$ cat src/rtl/cw_output.sv
// Clockwise output stage: one 1-flit buffer per VC (even/odd), per-VC round-robin
// between the CW and PE requestors, hop decrement on capture, polarity-selected send.
module cw_output #(
  parameter int DATA_WIDTH = 64,
  parameter int HOP_MSB    = 55,
  parameter int HOP_LSB    = 48,
  parameter int RR_RESET   = 0
) (
  input  logic                  clk,
  input  logic                  rst,
  input  logic                  polarity,
  input  logic                  request_cw_even,
  input  logic                  request_cw_odd,
  input  logic                  request_pe_even,
  input  logic                  request_pe_odd,
  input  logic [DATA_WIDTH-1:0] data_in_cw_even,
  input  logic [DATA_WIDTH-1:0] data_in_cw_odd,
  input  logic [DATA_WIDTH-1:0] data_in_pe_even,
  input  logic [DATA_WIDTH-1:0] data_in_pe_odd,
  output logic                  grant_cw_even,
  output logic                  grant_cw_odd,
  output logic                  grant_pe_even,
  output logic                  grant_pe_odd,
  input  logic                  cwro,
  output logic                  cwso,
  output logic [DATA_WIDTH-1:0] cwdo
);

  localparam int HOP_W = HOP_MSB - HOP_LSB + 1;

  typedef enum logic {
    RR_CW = 1'b0,
    RR_PE = 1'b1
  } rr_e;

  localparam rr_e RR_INIT = (RR_RESET == 0) ? RR_CW : RR_PE;

  // Index 0 is the even VC, index 1 the odd VC.
  logic [1:0]                 req_cw, req_pe;
  logic [1:0]                 gnt_cw, gnt_pe;
  logic [1:0][DATA_WIDTH-1:0] din_cw, din_pe;

  logic [1:0]                 full_q, full_d;
  logic [1:0][DATA_WIDTH-1:0] buf_q, buf_d;
  rr_e                        rr_q [2];
  rr_e                        rr_d [2];
  logic                       cwso_q, cwso_d;
  logic [DATA_WIDTH-1:0]      cwdo_q, cwdo_d;
  logic                       sel_vc;

  assign req_cw = {request_cw_odd, request_cw_even};
  assign req_pe = {request_pe_odd, request_pe_even};
  assign din_cw = {data_in_cw_odd, data_in_cw_even};
  assign din_pe = {data_in_pe_odd, data_in_pe_even};

  assign grant_cw_even = gnt_cw[0];
  assign grant_cw_odd  = gnt_cw[1];
  assign grant_pe_even = gnt_pe[0];
  assign grant_pe_odd  = gnt_pe[1];

  assign sel_vc = ~polarity;
  assign cwso   = cwso_q;
  assign cwdo   = cwdo_q;

  function automatic logic [DATA_WIDTH-1:0] dec_hop(input logic [DATA_WIDTH-1:0] flit);
    logic [DATA_WIDTH-1:0] f;
    logic [HOP_W-1:0]      hop;
    f   = flit;
    hop = flit[HOP_MSB:HOP_LSB];
    if (hop != '0) hop = hop - 1'b1;
    f[HOP_MSB:HOP_LSB] = hop;
    return f;
  endfunction

  always_comb begin
    gnt_cw = '0;
    gnt_pe = '0;
    full_d = full_q;
    buf_d  = buf_q;
    rr_d   = rr_q;
    cwso_d = 1'b0;
    cwdo_d = cwdo_q;

    if (full_q[sel_vc] && cwro) begin
      cwso_d         = 1'b1;
      cwdo_d         = buf_q[sel_vc];
      full_d[sel_vc] = 1'b0;
    end

    // Grants look only at the pre-edge full flag, so a buffer freed by the send
    // above cannot be refilled in the same cycle.
    for (int unsigned v = 0; v < 2; v++) begin
      if (rst && !full_q[v]) begin
        if (req_cw[v] && (!req_pe[v] || rr_q[v] == RR_CW)) gnt_cw[v] = 1'b1;
        else if (req_pe[v])                                 gnt_pe[v] = 1'b1;
      end
      if (gnt_cw[v]) begin
        buf_d[v]  = dec_hop(din_cw[v]);
        full_d[v] = 1'b1;
        rr_d[v]   = RR_PE;
      end else if (gnt_pe[v]) begin
        buf_d[v]  = dec_hop(din_pe[v]);
        full_d[v] = 1'b1;
        rr_d[v]   = RR_CW;
      end
    end
  end

  always_ff @(posedge clk or negedge rst) begin
    if (!rst) begin
      full_q  <= '0;
      buf_q   <= '0;
      rr_q[0] <= RR_INIT;
      rr_q[1] <= RR_INIT;
      cwso_q  <= 1'b0;
      cwdo_q  <= '0;
    end else begin
      full_q  <= full_d;
      buf_q   <= buf_d;
      rr_q    <= rr_d;
      cwso_q  <= cwso_d;
      cwdo_q  <= cwdo_d;
    end
  end

endmodule

$ cat config.mk
export PLATFORM = sky130hd
export DESIGN_NAME = cw_output
export DESIGN_NICKNAME = d
export VERILOG_FILES = /design/src/rtl/cw_output.sv
export SDC_FILE = /design/constraint.sdc
export NUM_CORES = 1
export LEC_CHECK = 0
export BUFFER_PORTS_ARGS = -buffer_cell sky130_fd_sc_hd__buf_2
export CAP_MARGIN = 30
export CELL_PAD_IN_SITES_DETAIL_PLACEMENT = 0
export CELL_PAD_IN_SITES_GLOBAL_PLACEMENT = 1
export CORE_MARGIN = 2
export CORE_UTILIZATION = 35
export CTS_CLUSTER_DIAMETER = 100
export DETAILED_ROUTE_END_ITERATION = 10
export MAX_ROUTING_LAYER = met4
export PLACE_DENSITY_LB_ADDON = 0.1
export SETUP_SLACK_MARGIN = 0.5
export SLEW_MARGIN = 20
export SYNTH_ARGS = -nofsm -noshare
export SYNTH_HDL_FRONTEND = slang
export SYNTH_SLANG_ARGS = --single-unit
$ cat constraint.sdc
create_clock -name clk -period 1.9 [get_ports clk]
set_clock_uncertainty 0.15 [all_clocks]
set_input_delay 0.285 -clock clk [delete_from_list [all_inputs] [get_ports clk]]
set_output_delay 0.285 -clock clk [all_outputs]
set_load 0.01 [all_outputs]
## Yosys cells after proc, flatten, opt, wreduce, memory -nomap -nowiden

Cells that the tools add are included.

- Bitwise gates (word level): 5
- Add/subtract/negate cells: 4
- Mux-type cells: 34
- Order comparisons: 2
- Reduce and logical (&&, ||, !) cells: 20

Operators by type and width:

| cell | count |
|---|---|
| $mux W64 | 6 |
| $mux W8 | 4 |
| $reduce_bool A8 Y1 | 4 |
| $sub A8 B1 Y8 const B | 4 |
| $mux W1 | 22 |
| $logic_and A1 B1 Y1 | 6 |
| $reduce_bool A3 Y1 | 2 |
| $logic_not A1 Y1 | 4 |
| $reduce_bool A2 Y1 | 2 |
| $not A1 Y1 | 3 |
| $and A2 B2 Y2 | 1 |
| $logic_or A1 B1 Y1 | 2 |
| $lt A1 B2 Y1 const B | 1 |
| $mux W2 | 1 |
| $not A2 Y2 | 1 |
| $demux W1 S1 | 1 |
| $ge A1 B1 Y1 const B | 1 |

- Output and inout port bits: 69
- Register bits after elaboration: 197
- Input bits: 264

## Longest topological paths before layout

- Word-level depth: 10
- Depth in mapped cells: 7
- Depth with buffers taken out: 6

## Worst setup path after synthesis

OpenSTA, ideal clock, no wires.

- Path type: input-to-reg
- From: in data_in_pe_odd[48]
- To: reg buf_q[117] (netlist bit)
- Library setup time: 127 ps
- Data arrival time: 1581 ps
- Required time: 1623 ps
- Buffers on the path: 0
- Setup slack: 42 ps
- Cell stages on the path: 6
- Path through: inv_1 > ha_1 > nor3b_1 > nand2_1 > and3_1 > a221o_2

- Word-level cells in the longest chain between the ends: 4
- Elaborated cells between the ends (all ways): 5
- Those cells by class: 1 x add/sub; 3 x mux; 1 x reduce/logical

RTL lines:

| what | RTL line | RTL |
|---|---|---|
| start, declared | 19 | `input logic [DATA_WIDTH-1:0] data_in_pe_odd,` |
| $sub A8 B1 Y8 / $reduce_bool A8 Y1 (equally long branches) | 70 | `if (hop != '0) hop = hop - 1'b1;` |
| $mux W8 (*) | 70 |  |
| $mux W64 (*) | 101 | `end else if (gnt_pe[v]) begin` |
| $mux W64 (*) | 97 | `if (gnt_cw[v]) begin` |
| end signal, assigned | 119 | `buf_q <= buf_d;` |
| end, declared | 44 | `logic [1:0][DATA_WIDTH-1:0] buf_q, buf_d;` |

Mark *: on every way between the ends. The rest lies on a longest branch, timed or not. The select of a mux whose other input is x is not followed.
A chain may end at the register's enable or synchronous reset.

## Worst setup path after layout

- From: reg full_q[0]
- To: out grant_pe_even

- Word-level cells in the longest chain between the ends: 3

RTL lines:

| what | RTL line | RTL |
|---|---|---|
| start, declared | 43 | `logic [1:0] full_q, full_d;` |
| start signal, assigned | 118 | `full_q <= full_d;` |
| $logic_not A1 Y1 | 93 | `if (rst && !full_q[v]) begin` |
| $logic_and A1 B1 Y1 | 93 |  |
| $mux W1 | 93 |  |
| end, declared | 22 | `output logic grant_pe_even,` |

No other way between the ends.

==> summary.md <==
| Metric | Value |
|---|---|
| Pwr dens | `1190 nW/um^2` |
| Initial core utilization | `0.359` |
| Area taken by multi-input logic gates | `4760 um^2` |
| Die Ht | `165 um` |
| Share of cells above drive strength 1 | `0.427` |
| Layout Cells excl Fill | `1,979` |
| Reg2Reg Setup Slack | `0.03 ns` |
| Clock sinks | `197` |
| Hold Crit Depth | `3` |
| CP startpoint kind | `flip-flop` |
| Port bufs | `332` |
| Row cnt | `58` |
| Leak | `8.09 nW` |
| Layout area overhead | `91.9%` |
| Commonest cells in the netlist | `dfrtp_1, nor2_1, nand2_1` |
| Crit end category | `output pin` |
| Clk buf depth | `2` |
| Worst-path cell chain | `nand3b_1, a21o_4, clkinv_8, buf_6` |
| Placed cells | `1,623` |
| Clock buffer count from CTS | `17` |
| Core box area | `25,300 um^2` |
| Worst-case reg-to-reg path depth | `8` |
| Number of global-route vias before repair | `10,600` |
| Slowest cell on crit path | `dfrtp_1` |
| Design Power | `0.0208 W` |
| Max frequency | `526 MHz` |
| H-tree Lvls | `4` |
| Critical path class | `flip-flop to output pin` |
| GRT Overall Usage | `0.313` |
| Peak supply drop | `0.604 mV` |
| Net Count, Synth | `1,253` |
| CP max stage delay | `0.42 ns` |
| Critical path data arrival time | `1.47 ns` |
| Final layout net count | `1,904` |
| Synth Flop Type | `dfrtp_1` |
| Fillers | `1,892` |
| Gpl congestion | `0.821` |
| Util after Layout | `0.689` |
| DR vias/cell | `5.36` |
| Cell with the most instances after synthesis | `dfrtp_1` |
| Seq cells post-synth | `197` |
| IO Pins | `333` |
| Post-synth EDFFs | `0` |
| Worst path required time | `1.46 ns` |
| Clock latency at the later pin of the worst-skew pair | `0.44 ns` |
| WP buf/inv | `2` |
| RSZ-0062 raised after global routing | `true` |
| Die footprint | `27,300 um^2` |
| Synth Cell Area | `9090 um^2` |
| Avg Cell Area, Syn | `9.27 um^2` |
| Iter 0 DRT Violations | `902` |
| Least-Margin Pin Slew | `0.533 ns` |
| Setup ws final | `-0.00262 ns` |
| Final min period | `1.90 ns` |
| Max FO, Critical Path | `3` |
| Final Hold Fails | `0` |
| Final wirelength | `43,300 um` |
| Hpwl dp | `22,300 um` |
| Initial antenna violation count | `4` |
| Residual DRC count | `0` |
| Status | `finished, violations left` |
| Netlist cell types | `48` |
| Share of the synthesized area in the top cell type | `0.542` |
| Final slew viol count | `0` |
| Pin count of the biggest net entering global routing | `148` |
| Cell taking the most area after synthesis | `dfrtp_1` |
| Hold EP | `buf_q[46]` |
| RR Endpoint | `cwdo[1]` |
| First drt pass iteration count | `8` |
| Failing checks | `setup timing` |
| Worst hold path class | `input port to flip-flop` |
| Width of the die | `165 um` |
| Leading post-synthesis cells by cell area | `dfrtp_1, a222oi_1, nor2_1, nand2_1, a31oi_1` |
| Slew HR | `0.645` |
| Synth Warn # | `0` |
| Origin of the critical flop-to-flop path | `full_q[1]` |
| Endpoints failing setup | `1` |
| Vias post-DR | `10,600` |
| Post-synth ARST share | `1.00` |
| MaxCap Viol Count | `0` |
| Reg clk slew, reported paths | `0.08 ns` |
| Wire per inst | `21.9 um` |
| Root buffer cell | `clkbuf_16` |
| Total congestion overflow | `0` |
| Post-synthesis sequential area ratio | `0.542` |
| Cell family with most CP delay | `flip-flops` |
| First-pass GRT wire length | `61,500 um` |
| Reg area | `4930 um^2` |
| Dpl ws | `0.0185 ns` |
| Hold wc startpoint | `data_in_cw_even[46]` |
| Synth Instances | `981` |
| Post-route clock period utilization | `1.00` |
| CTS tree | `built` |
| Routed Antenna Nets | `0` |
## worst min-delay path, delay by kind of cell
kind / cells / cell delay, ns
buffers and inverters: 1 / 0.10
AO/OA/AOI/OAI: 1 / 0.08
AND/OR/NAND/NOR: 1 / 0.09
## sequential cells by signal (all words and copies together), names as in the netlist
signal / count
buf_q: 128
rr_q: 2
cwso: 1
cwdo: 64
full_q: 2
## kinds of logic after synthesis
family / Yosys count / share of synthesized area
DFF: 197 / 0.542
adders and majority gates: 8 / 0.0110
muxes: 4 / 0.00454
AOI/OAI and AO/OA: 234 / 0.192
and+or+nand+nor: 375 / 0.174
xor gates and xnor gates: 12 / 0.0116
buffers and inverters: 151 / 0.0647
## per-layer routing
metal / GRT usage / routed length (um)
met1: 0.390 / 17500
met2: 0.517 / 21400
met3: 0.0549 / 3200
met4: 0.108 / 1190
met5: - / 0
## where the power goes
group	leakage, nW	total, W	switching [W]	internal (W)
Combinational	5.53	0.00934	0.00438	0.00496
Sequential	2.27	0.00775	0.00146	0.00629
Clock	0.287	0.00372	0.00184	0.00188
Total	8.09	0.0208	0.00768	0.0131
## layout make-up
type | count | share of cell area
inverters | 82 | 0.0194
multi-input cells | 634 | 0.273
clock buffers | 18 | 0.0246
repair inverters | 2 | 0.00265
diodes | 4 | 0.000574
well taps | 330 | 0.0237
flip-flops and latches | 197 | 0.283
repair buffers | 698 | 0.365
clock inverters | 14 | 0.00947
## worst max-delay path by stage
stage / from / to / slack, ns / cells after the start
6_report: full_q[0] / grant_pe_even / -0.003 / 4
5_1_grt: full_q[1] / cwdo[0] / -0.06 / 8
4_1_cts: full_q[1] / grant_cw_odd / 0.008 / 5
3_3_place_gp: data_in_cw_odd[49] / buf_q[117] / 0.02 / 5
3_5_place_dp: data_in_cw_odd[49] / buf_q[117] / 0.02 / 5
2_1_floorplan: data_in_cw_odd[49] / buf_q[117] / 0.19 / 4
## placed cells by master, fill, tap and decap left out, types with 5 or more instances in the layout
cell	count
nor2_2	24
buf_12	33
nand3_2	6
buf_6	36
a21oi_1	8
buf_2	324
dfrtp_1	197
ha_1	5
clkbuf_16	22
buf_4	40
o31ai_1	5
nand3_1	6
a222oi_1	64
o22ai_4	23
nor3_1	8
a31oi_1	67
xor2_1	9
buf_16	31
nand2_4	23
nand2_2	34
dlygate4sd3_1	219
buf_8	6
inv_1	73
o22ai_1	8
nand2_1	94
nor2_1	138
o22ai_2	13
a31oi_4	9
## through the flow
stage	hold WS [ns]	instance area (um^2)	TNS [ns]
finish	0.00874	17400	-0.00262
global route	0.000955	17400	-0.356
CTS	0.000863	16700	0
detailed placement	-0.0380	11800	0
global placement	-0.0410	11800	0
floorplan	-0.161	9720	0
## repair_timing
action                                  CTS  global route
endpoints found under the setup margin  263           415
buffers inserted                         49            11
gates cloned                             35             6
hold buffers                            218             1
pin swaps                                66            63
gates resized for setup                 171           108
endpoints found under the hold margin   307             1
(Power assumes the default switching activity.)
